[src/rtl/io_bus_responder_pkg.sv]
// Shared constants for the simple I/O bus device family: device numbers,
// CONI/CONO bit positions (as vector indices of a 0:35 word), FSM encoding.
package io_bus_responder_pkg;

  localparam int WORD_W = 36;

  localparam logic [6:0] DEV_TTY = 7'o24;
  localparam logic [6:0] DEV_PTP = 7'o20;
  localparam logic [6:0] DEV_PTR = 7'o21;

  // Word bit n (0 = MSB) lives at vector index WORD_W-1-n.
  localparam int BIT_OVR      = WORD_W - 1 - 29;
  localparam int BIT_FLUSH    = WORD_W - 1 - 30;
  localparam int BIT_IN_FULL  = WORD_W - 1 - 30;
  localparam int BIT_OUT_FULL = WORD_W - 1 - 31;
  localparam int BIT_OUT_DONE = WORD_W - 1 - 32;
  localparam int BIT_PI_LO    = WORD_W - 1 - 35;

  typedef enum logic [1:0] {
    ST_IDLE = 2'd0,
    ST_ACK  = 2'd1,
    ST_HOLD = 2'd2
  } io_state_e;

  function automatic logic [WORD_W-1:0] coni_word(input logic overrun,
                                                  input logic in_full,
                                                  input logic out_full,
                                                  input logic out_done,
                                                  input logic [2:0] pi_level);
    logic [WORD_W-1:0] w;
    w = '0;
    w[BIT_OVR]                   = overrun;
    w[BIT_IN_FULL]               = in_full;
    w[BIT_OUT_FULL]              = out_full;
    w[BIT_OUT_DONE]              = out_done;
    w[BIT_PI_LO+2:BIT_PI_LO]     = pi_level;
    return w;
  endfunction

  // One-hot PI request; level 0 means no channel assigned.
  function automatic logic [6:0] pi_onehot(input logic [2:0] level, input logic attn);
    logic [6:0] v;
    v = 7'd0;
    if (level != 3'd0) begin
      v = {6'd0, attn} << (level - 3'd1);
    end else begin
      v = 7'd0;
    end
    return v;
  endfunction

endpackage

[src/rtl/io_bus_responder_word_buffer.sv]
// Single-entry valid/ready holding register; flush empties it and beats any load.
module io_word_buffer
  import io_bus_responder_pkg::*;
#(
  parameter int WIDTH = WORD_W
) (
  input  logic             clk,
  input  logic             clear,
  input  logic             flush,
  input  logic             in_valid,
  input  logic [WIDTH-1:0] in_data,
  output logic             in_ready,
  output logic             out_valid,
  output logic [WIDTH-1:0] out_data,
  input  logic             out_ready
);

  logic             full_r;
  logic [WIDTH-1:0] data_r;

  // Holding register: load when empty, release on consumer handshake.
  always_ff @(posedge clk) begin
    if (clear) begin
      full_r <= 1'b0;
      data_r <= '0;
    end else if (flush) begin
      full_r <= 1'b0;
    end else if (in_valid && !full_r) begin
      full_r <= 1'b1;
      data_r <= in_data;
    end else if (full_r && out_ready) begin
      full_r <= 1'b0;
    end else begin
      full_r <= full_r;
    end
  end

  assign in_ready  = !full_r;
  assign out_valid = full_r;
  assign out_data  = data_r;

endmodule

[src/rtl/io_bus_responder.sv]
// One addressable I/O bus device: DATAI/DATAO/CONI/CONO responder with
// one-word output and input buffers bridging to a peripheral word stream.
module io_bus_responder
  import io_bus_responder_pkg::*;
#(
  parameter logic [6:0] DEVNUM = 7'o24,
  parameter int         WIDTH  = WORD_W
) (
  input  logic             clk,
  input  logic             reset,
  input  logic             io_clear,
  input  logic             io_req,
  input  logic [6:0]       io_dev,
  input  logic             io_cond,
  input  logic             io_write,
  input  logic [WIDTH-1:0] io_wdata,
  output logic [WIDTH-1:0] io_rdata,
  output logic             io_ack,
  output logic [6:0]       pi_req,
  output logic [WIDTH-1:0] dev_out_data,
  output logic             dev_out_valid,
  input  logic             dev_out_ready,
  input  logic [WIDTH-1:0] dev_in_data,
  input  logic             dev_in_valid,
  output logic             dev_in_ready
);

  io_state_e        state_r, state_s;
  logic             rst_s;
  logic             hit_s, datao_s, datai_s, cono_s, coni_s, flush_s;
  logic             out_room_s, out_accept_s, drain_s;
  logic             in_full_s;
  logic [WIDTH-1:0] in_buf_s;
  logic             out_done_r, overrun_r, io_ack_r;
  logic [2:0]       pi_level_r;
  logic [WIDTH-1:0] io_rdata_r;
  logic [6:0]       pi_req_r;

  assign rst_s   = reset | io_clear;
  assign hit_s   = (state_r == ST_IDLE) && io_req && (io_dev == DEVNUM);
  assign datao_s = hit_s && !io_cond &&  io_write;
  assign datai_s = hit_s && !io_cond && !io_write;
  assign cono_s  = hit_s &&  io_cond &&  io_write;
  assign coni_s  = hit_s &&  io_cond && !io_write;
  assign flush_s = cono_s && io_wdata[BIT_FLUSH];

  assign out_accept_s = datao_s && out_room_s;
  assign drain_s      = dev_out_valid && dev_out_ready;

  io_word_buffer #(.WIDTH(WIDTH)) u_out_buf (
    .clk       (clk),
    .clear     (rst_s),
    .flush     (flush_s),
    .in_valid  (datao_s),
    .in_data   (io_wdata),
    .in_ready  (out_room_s),
    .out_valid (dev_out_valid),
    .out_data  (dev_out_data),
    .out_ready (dev_out_ready)
  );

  io_word_buffer #(.WIDTH(WIDTH)) u_in_buf (
    .clk       (clk),
    .clear     (rst_s),
    .flush     (flush_s),
    .in_valid  (dev_in_valid),
    .in_data   (dev_in_data),
    .in_ready  (dev_in_ready),
    .out_valid (in_full_s),
    .out_data  (in_buf_s),
    .out_ready (datai_s)
  );

  // Bus handshake state register.
  always_ff @(posedge clk) begin
    if (rst_s) begin
      state_r <= ST_IDLE;
    end else begin
      state_r <= state_s;
    end
  end

  // Next state: a new request is only seen once back in IDLE.
  always_comb begin
    state_s = state_r;
    case (state_r)
      ST_IDLE: begin
        if (hit_s) state_s = ST_ACK;
        else       state_s = ST_IDLE;
      end
      ST_ACK:  state_s = ST_HOLD;
      ST_HOLD: begin
        if (!io_req) state_s = ST_IDLE;
        else         state_s = ST_HOLD;
      end
      default: state_s = ST_IDLE;
    endcase
  end

  // Device condition bits and bus response registers.
  always_ff @(posedge clk) begin
    if (rst_s) begin
      out_done_r <= 1'b1;
      overrun_r  <= 1'b0;
      pi_level_r <= 3'd0;
      io_ack_r   <= 1'b0;
      io_rdata_r <= '0;
      pi_req_r   <= 7'd0;
    end else begin
      io_ack_r <= hit_s;
      pi_req_r <= pi_onehot(pi_level_r, in_full_s | out_done_r | overrun_r);

      if (flush_s || drain_s) out_done_r <= 1'b1;
      else if (out_accept_s)  out_done_r <= 1'b0;
      else                    out_done_r <= out_done_r;

      // DATAO into a full buffer loses the word; even if it drains this cycle.
      if (datao_s && !out_room_s)          overrun_r <= 1'b1;
      else if (cono_s && io_wdata[BIT_OVR]) overrun_r <= 1'b0;
      else                                  overrun_r <= overrun_r;

      if (cono_s) pi_level_r <= io_wdata[BIT_PI_LO+2:BIT_PI_LO];
      else        pi_level_r <= pi_level_r;

      if (datai_s)     io_rdata_r <= in_buf_s;
      else if (coni_s) io_rdata_r <= coni_word(overrun_r, in_full_s, dev_out_valid,
                                               out_done_r, pi_level_r);
      else             io_rdata_r <= io_rdata_r;
    end
  end

  assign io_ack   = io_ack_r;
  assign io_rdata = io_rdata_r;
  assign pi_req   = pi_req_r;

endmodule
[config.mk]
export PLATFORM = sky130hd
export DESIGN_NAME = io_bus_responder
export DESIGN_NICKNAME = d
export VERILOG_FILES = /design/src/rtl/io_bus_responder_pkg.sv /design/src/rtl/io_bus_responder_word_buffer.sv /design/src/rtl/io_bus_responder.sv
export SDC_FILE = /design/constraint.sdc
export NUM_CORES = 1
export LEC_CHECK = 0
export BUFFER_PORTS_ARGS = -buffer_cell sky130_fd_sc_hd__buf_2
export CORE_AREA = 2 2 130 132
export CTS_CLUSTER_SIZE = 8
export DETAILED_ROUTE_END_ITERATION = 6
export DIE_AREA = 0 0 132 134
export PLACE_DENSITY_LB_ADDON = 0.3
export REMOVE_ABC_BUFFERS = 1
export SYNTH_ARGS = -nofsm -noshare
export SYNTH_HDL_FRONTEND = slang
export SYNTH_SLANG_ARGS = --single-unit
[constraint.sdc]
create_clock -name clk -period 1.85 [get_ports clk]
set_input_delay 0.0925 -clock clk [delete_from_list [all_inputs] [get_ports clk]]
set_output_delay 0.0925 -clock clk [all_outputs]
set_load 0.01 [all_outputs]
Word level (Yosys, flattened, before mapping) --
Index checks and enable logic that the tools add are counted.
Word-level totals: output and inout bits 82, bits in registers 125, input bits 87, logic and storage cells 63
Operators by class: eq/ne operators 3, reduce and logical (&&, ||, !) cells 31, add/subtract/negate cells 1, shift-type cells 1, mux-type cells 11, bitwise logic cells 5
Operator list (number):
- two-way mux 36 bit | 2
- logical AND 1 bit | 15
- nonzero test 2 bit | 4
- equality test 7 x 5 -> 1 bit, second input constant | 1
- two-way mux 1 bit | 7
- left shift 1 x 3 -> 7 bit | 1
- one-hot mux 2 bit (3 select lines) | 1
- OR reduction 2 bit | 3
- zero test 1 bit | 4
- AND reduction 2 bit | 2
- bitwise OR 1 bit | 3
- nonzero test 3 bit | 1
- subtractor 3 x 1 -> 3 bit, second input constant | 1
- equality test 2 x 1 -> 1 bit, second input constant | 1
- equality test 2 bit, second input constant | 1
- zero test 2 bit | 1
- two-way mux 2 bit | 1
- NOT 1 bit | 2
- logical OR 1 bit | 1

Logic depth before layout (Yosys ltp) --
depth after elaboration 8, depth in mapped cells 7, gate-level depth less buffers 5

By module --
Synthesis repeated with hierarchy kept, for this count alone.
Unflattened totals: cells, all modules 553, area total of the unflattened synthesis 5519.0 µm²
Modules (own cells, without submodules):
- io_word_buffer | area each 1682.9 µm², times used 2, cells an instance 161, seq. area each 740.7 µm²
- io_bus_responder | area each 2153.3 µm², times used 1, cells an instance 231, seq. area each 1021.0 µm²

Worst setup path after synthesis --
No wires, ideal clock.
path kind register to register, start point register state_r[1], end point register out_done_r, cell stages (with the launch flop) 6, path buffers 2, arrival time 1.924 ns, setup slack -0.196 ns, setup time 0.122 ns, cells stage by stage dfxtp_1 > or4b_1 > buf_6 > or4_4 > buf_6 > a221o_1
Between the ends: cells in the longest elaborated chain, start to end 8, elaborated cells on any way between the ends 11
RTL lines:
- start, declared | RTL line io_bus_responder.sv:28 | io_state_e state_r, state_s;
- start signal, assigned | RTL line io_bus_responder.sv:79 | state_r <= state_s;
- zero test 2 bit (*) | RTL line io_bus_responder.sv:40 | assign hit_s = (state_r == ST_IDLE) && io_req && (io_dev == DEVNUM);
- logical AND 1 bit (*) (2 in a row) | RTL line io_bus_responder.sv:40
- logical AND 1 bit (2 in a row) | RTL line io_bus_responder.sv:43 | assign cono_s = hit_s && io_cond && io_write;
- logical AND 1 bit | RTL line io_bus_responder.sv:45 | assign flush_s = cono_s && io_wdata[BIT_FLUSH];
- logical OR 1 bit | RTL line io_bus_responder.sv:113 | if (flush_s || drain_s) out_done_r <= 1'b1;
- OR reduction 2 bit (no source line)
- end signal, assigned | RTL line io_bus_responder.sv:115 | else out_done_r <= out_done_r;
- end, declared | RTL line io_bus_responder.sv:34 | logic out_done_r, overrun_r, io_ack_r;
Every way passes the cells marked *; elsewhere a longest branch is shown, timed or not. A chain may end at the register's enable or synchronous reset.

Worst setup path after layout --
start point register state_r[0], end point register out_done_r
The elaborated chain is that of the path after synthesis.

==> impl_metrics.tcl <==
set metrics [dict create \
    worstPathMaxFanout 5 \
    die_w_um 132 \
    hp-class "primary input to register" \
    grt_max_degree 76 \
    n_antenna_cell 0 \
    root_buffer "clkbuf_16" \
    synthCells 550 \
    num_rows 47 \
    max_slew_margin 0.304 \
    placedCellCount 921 \
    ys_warn_count 0 \
    grt_pass1_vias 4715 \
    p_sw_frac 0.214 \
    overflow 0 \
    synth-seq-cells 125 \
    die_area_um2 17700 \
    yosysSeqAreaShare 0.518 \
    setup_violations 104 \
    startpoint "state_r[0]" \
    postSynthAreaPerCell_um2 8.78 \
    power.density_nw_per_um2 837 \
    critPathMaxStageDelay_ns 0.56 \
    final_cell_mix "buf_2, nand2_1, dfxtp_1, dlygate4sd3_1, a21oi_1" \
    drt_pass1_iterations 5 \
    io_buffers 168 \
    fin_crit_ns 1.93 \
    final_core_util 0.491 \
    cp.depth 4 \
    dp_hpwl_mm 8.82 \
    drc 0 \
    h-tree-depth 4 \
    combPwrFrac 0.077 \
    p_int_mw 5.26 \
    area_growth_pct 65.7 \
    p_clk_frac 0.514 \
    seq_power_share 0.409 \
    die_h_um 134 \
    worst_pin_slew_ns 1.04 \
    drv_cap 0 \
    r2r_end "out_done_r" \
    io_pins 169 \
    critPathSlowestCell "or4b_4" \
    fin_area_um2 8000 \
    cp_cell_sequence "or4b_4 -> or4_4 -> buf_6 -> a221o_1" \
    clkSinkCount 125 \
    clockBufferDepth 2 \
    cp.required_ns 2.16 \
    final_common_cell "buf_2" \
    hold_start "io_write" \
    avgRoutedWirePerCell_um 15.4 \
    r2r_start "state_r[0]" \
    status "finished with violations" \
    nFillCells 1505 \
    period_share 1.04 \
    grt_first_pass_wirelength_mm 24.4 \
    endpoint_kind "register" \
    drtAntennaViolNets 0 \
    yosysUniqueCellTypes 27 \
    clkTransAtPathRegs_ns 0.05 \
    violations "negative setup slack" \
    power_switching_mw 1.43 \
    max_freq_ghz 0.518 \
    crit_type "register to register" \
    avgViaCountPerCell 4.57 \
    critPathTopFamily "simple AND/OR/NAND/NOR gates" \
    timing.final.ws_setup_ns -0.0804 \
    core_area_um2 16300 \
    start_util 0.296 \
    grt_use_total 0.177 \
    wirelength_mm 16.2 \
    cts_tree "yes" \
    maxSlewViolCount 0 \
    leakage_nw 3.34 \
    r2r_slack_ns -0.08 \
    crit_path_end "out_done_r" \
    cts_made_buffers 17 \
    placed_area_um2 6000 \
    place_congestion 0.716 \
    setup_tns_ns -3.99 \
    ir_drop_uv 653 \
    fin_nets 907 \
    rsz0062_at_grt "true" \
    dr.first_iter.drc_count 118 \
    finalHoldViolations 0 \
    fin_total_pwr_mw 6.70 \
    skew_ns 0.0146 \
    drive_above_1_share 0.353 \
    vias 4802 \
    crit_buf_inv 1 \
    start_kind "register" \
    arrival_ns 2.24 \
    worst-r2r-cell-count 4 \
    antenna_found_initial 1 \
    final_cells 1050 \
    synthesis.area_um2 4830 \
    clk_latency_ns 0.42 \
]
## synthesized netlist by cell type (all sizes together)
library cell	instances	area, um2
nand3b	30	225
nor2	13	48.8
buf	18	133
or3b	1	8.76
nand4b	1	8.76
inv	4	15.0
nand3	1	5.00
o21ai	1	5.00
nor3	9	45.0
ha	2	25.0
a21oi	69	345
nand2	175	657
nand2b	5	31.3
a211oi	7	52.6
dfxtp	125	2500
a221o	1	10.0
nor4	8	80.1
mux2i	47	470
or2	2	12.5
or4	3	26.3
nor3b	1	7.51
or4b	2	20.0
clkbuf	25	93.8
## worst min path at each step
| stage | endpoint | slack [ns] | cells after the start |
|---|---|---|---|
| after floorplan | u_out_buf.out_data[0] | 0.23 | 2 |
| after global placement | u_out_buf.out_data[29] | 0.34 | 3 |
| after detailed placement | out_done_r | 0.34 | 2 |
| after CTS | overrun_r | 0.05 | 3 |
| after global routing | overrun_r | 0.07 | 3 |
| final | overrun_r | 0.07 | 3 |
## sequential cells by signal, indices dropped and copies added, names as in the netlist, 2 cells and up
register	count
pi_level_r	3
state_r	2
pi_req	7
io_rdata	36
u_out_buf.out_data	36
u_in_buf.out_data	36
## cell families (layout without fill, tap and decap cells)
logic type               Yosys count  in the layout  synth area share
AO/OA/AOI/OAI                     78             78            0.0855
flip-flops                       125            125             0.518
buffers and inverters             47            327            0.0500
AND/OR/NAND/NOR                  251            251             0.244
multiplexers                      47             47            0.0974
adder cells (fa/ha/maj)            2              2           0.00518
## per-stage QoR
step	setup WS, ns	hold slack [ns]
final	-0.0804	0.0674
after global routing	-0.137	0.0730
after CTS	-0.0788	0.0455
after detailed placement	-0.252	0.339
after global placement	-0.274	0.342
after floorplan	-3.20	0.233
## cell type report
cell class                 count  area, um2  share of cell area
sequential                   125       2500               0.313
timing repair buffer         292       2340               0.292
multi-input combinational    378       2250               0.281
clock buffer                  21        480              0.0600
tap                          220        275              0.0344
clock inverter                10        138              0.0172
inverter                       4       15.0             0.00188
## metal layers
layer  share of wire  global-route usage
met3           0.073              0.0627
met5         0.00062                   0
met4          0.0098              0.0483
met1            0.44               0.219
met2            0.48               0.292
## worst reg2reg max path, cell delays in order, from the launching register on
cell and delay, ns:
dfxtp_1 0.31, or4b_4 0.56, or4_4 0.51, buf_6 0.15, a221o_1 0.29
## power by group through the flow
stage | Sequential (mW) | Combinational [mW] | Clock (mW)
2_1_floorplan | 2.79 | 0.154 | 0
3_3_place_gp | 2.79 | 0.333 | 0
3_5_place_dp | 2.79 | 0.332 | 0
4_1_cts | 2.73 | 0.506 | 3.55
5_1_grt | 2.74 | 0.554 | 3.67
6_report | 2.74 | 0.516 | 3.45
## what timing repair did
action,CTS,global route
setup endpoints to repair,115,114
buffers inserted,8,2
gates cloned,8,6
hold buffers,75,0
pin swaps,19,15
gates resized for setup,28,32
hold endpoints to repair,79,0
Power figures use the tool's default switching activity.
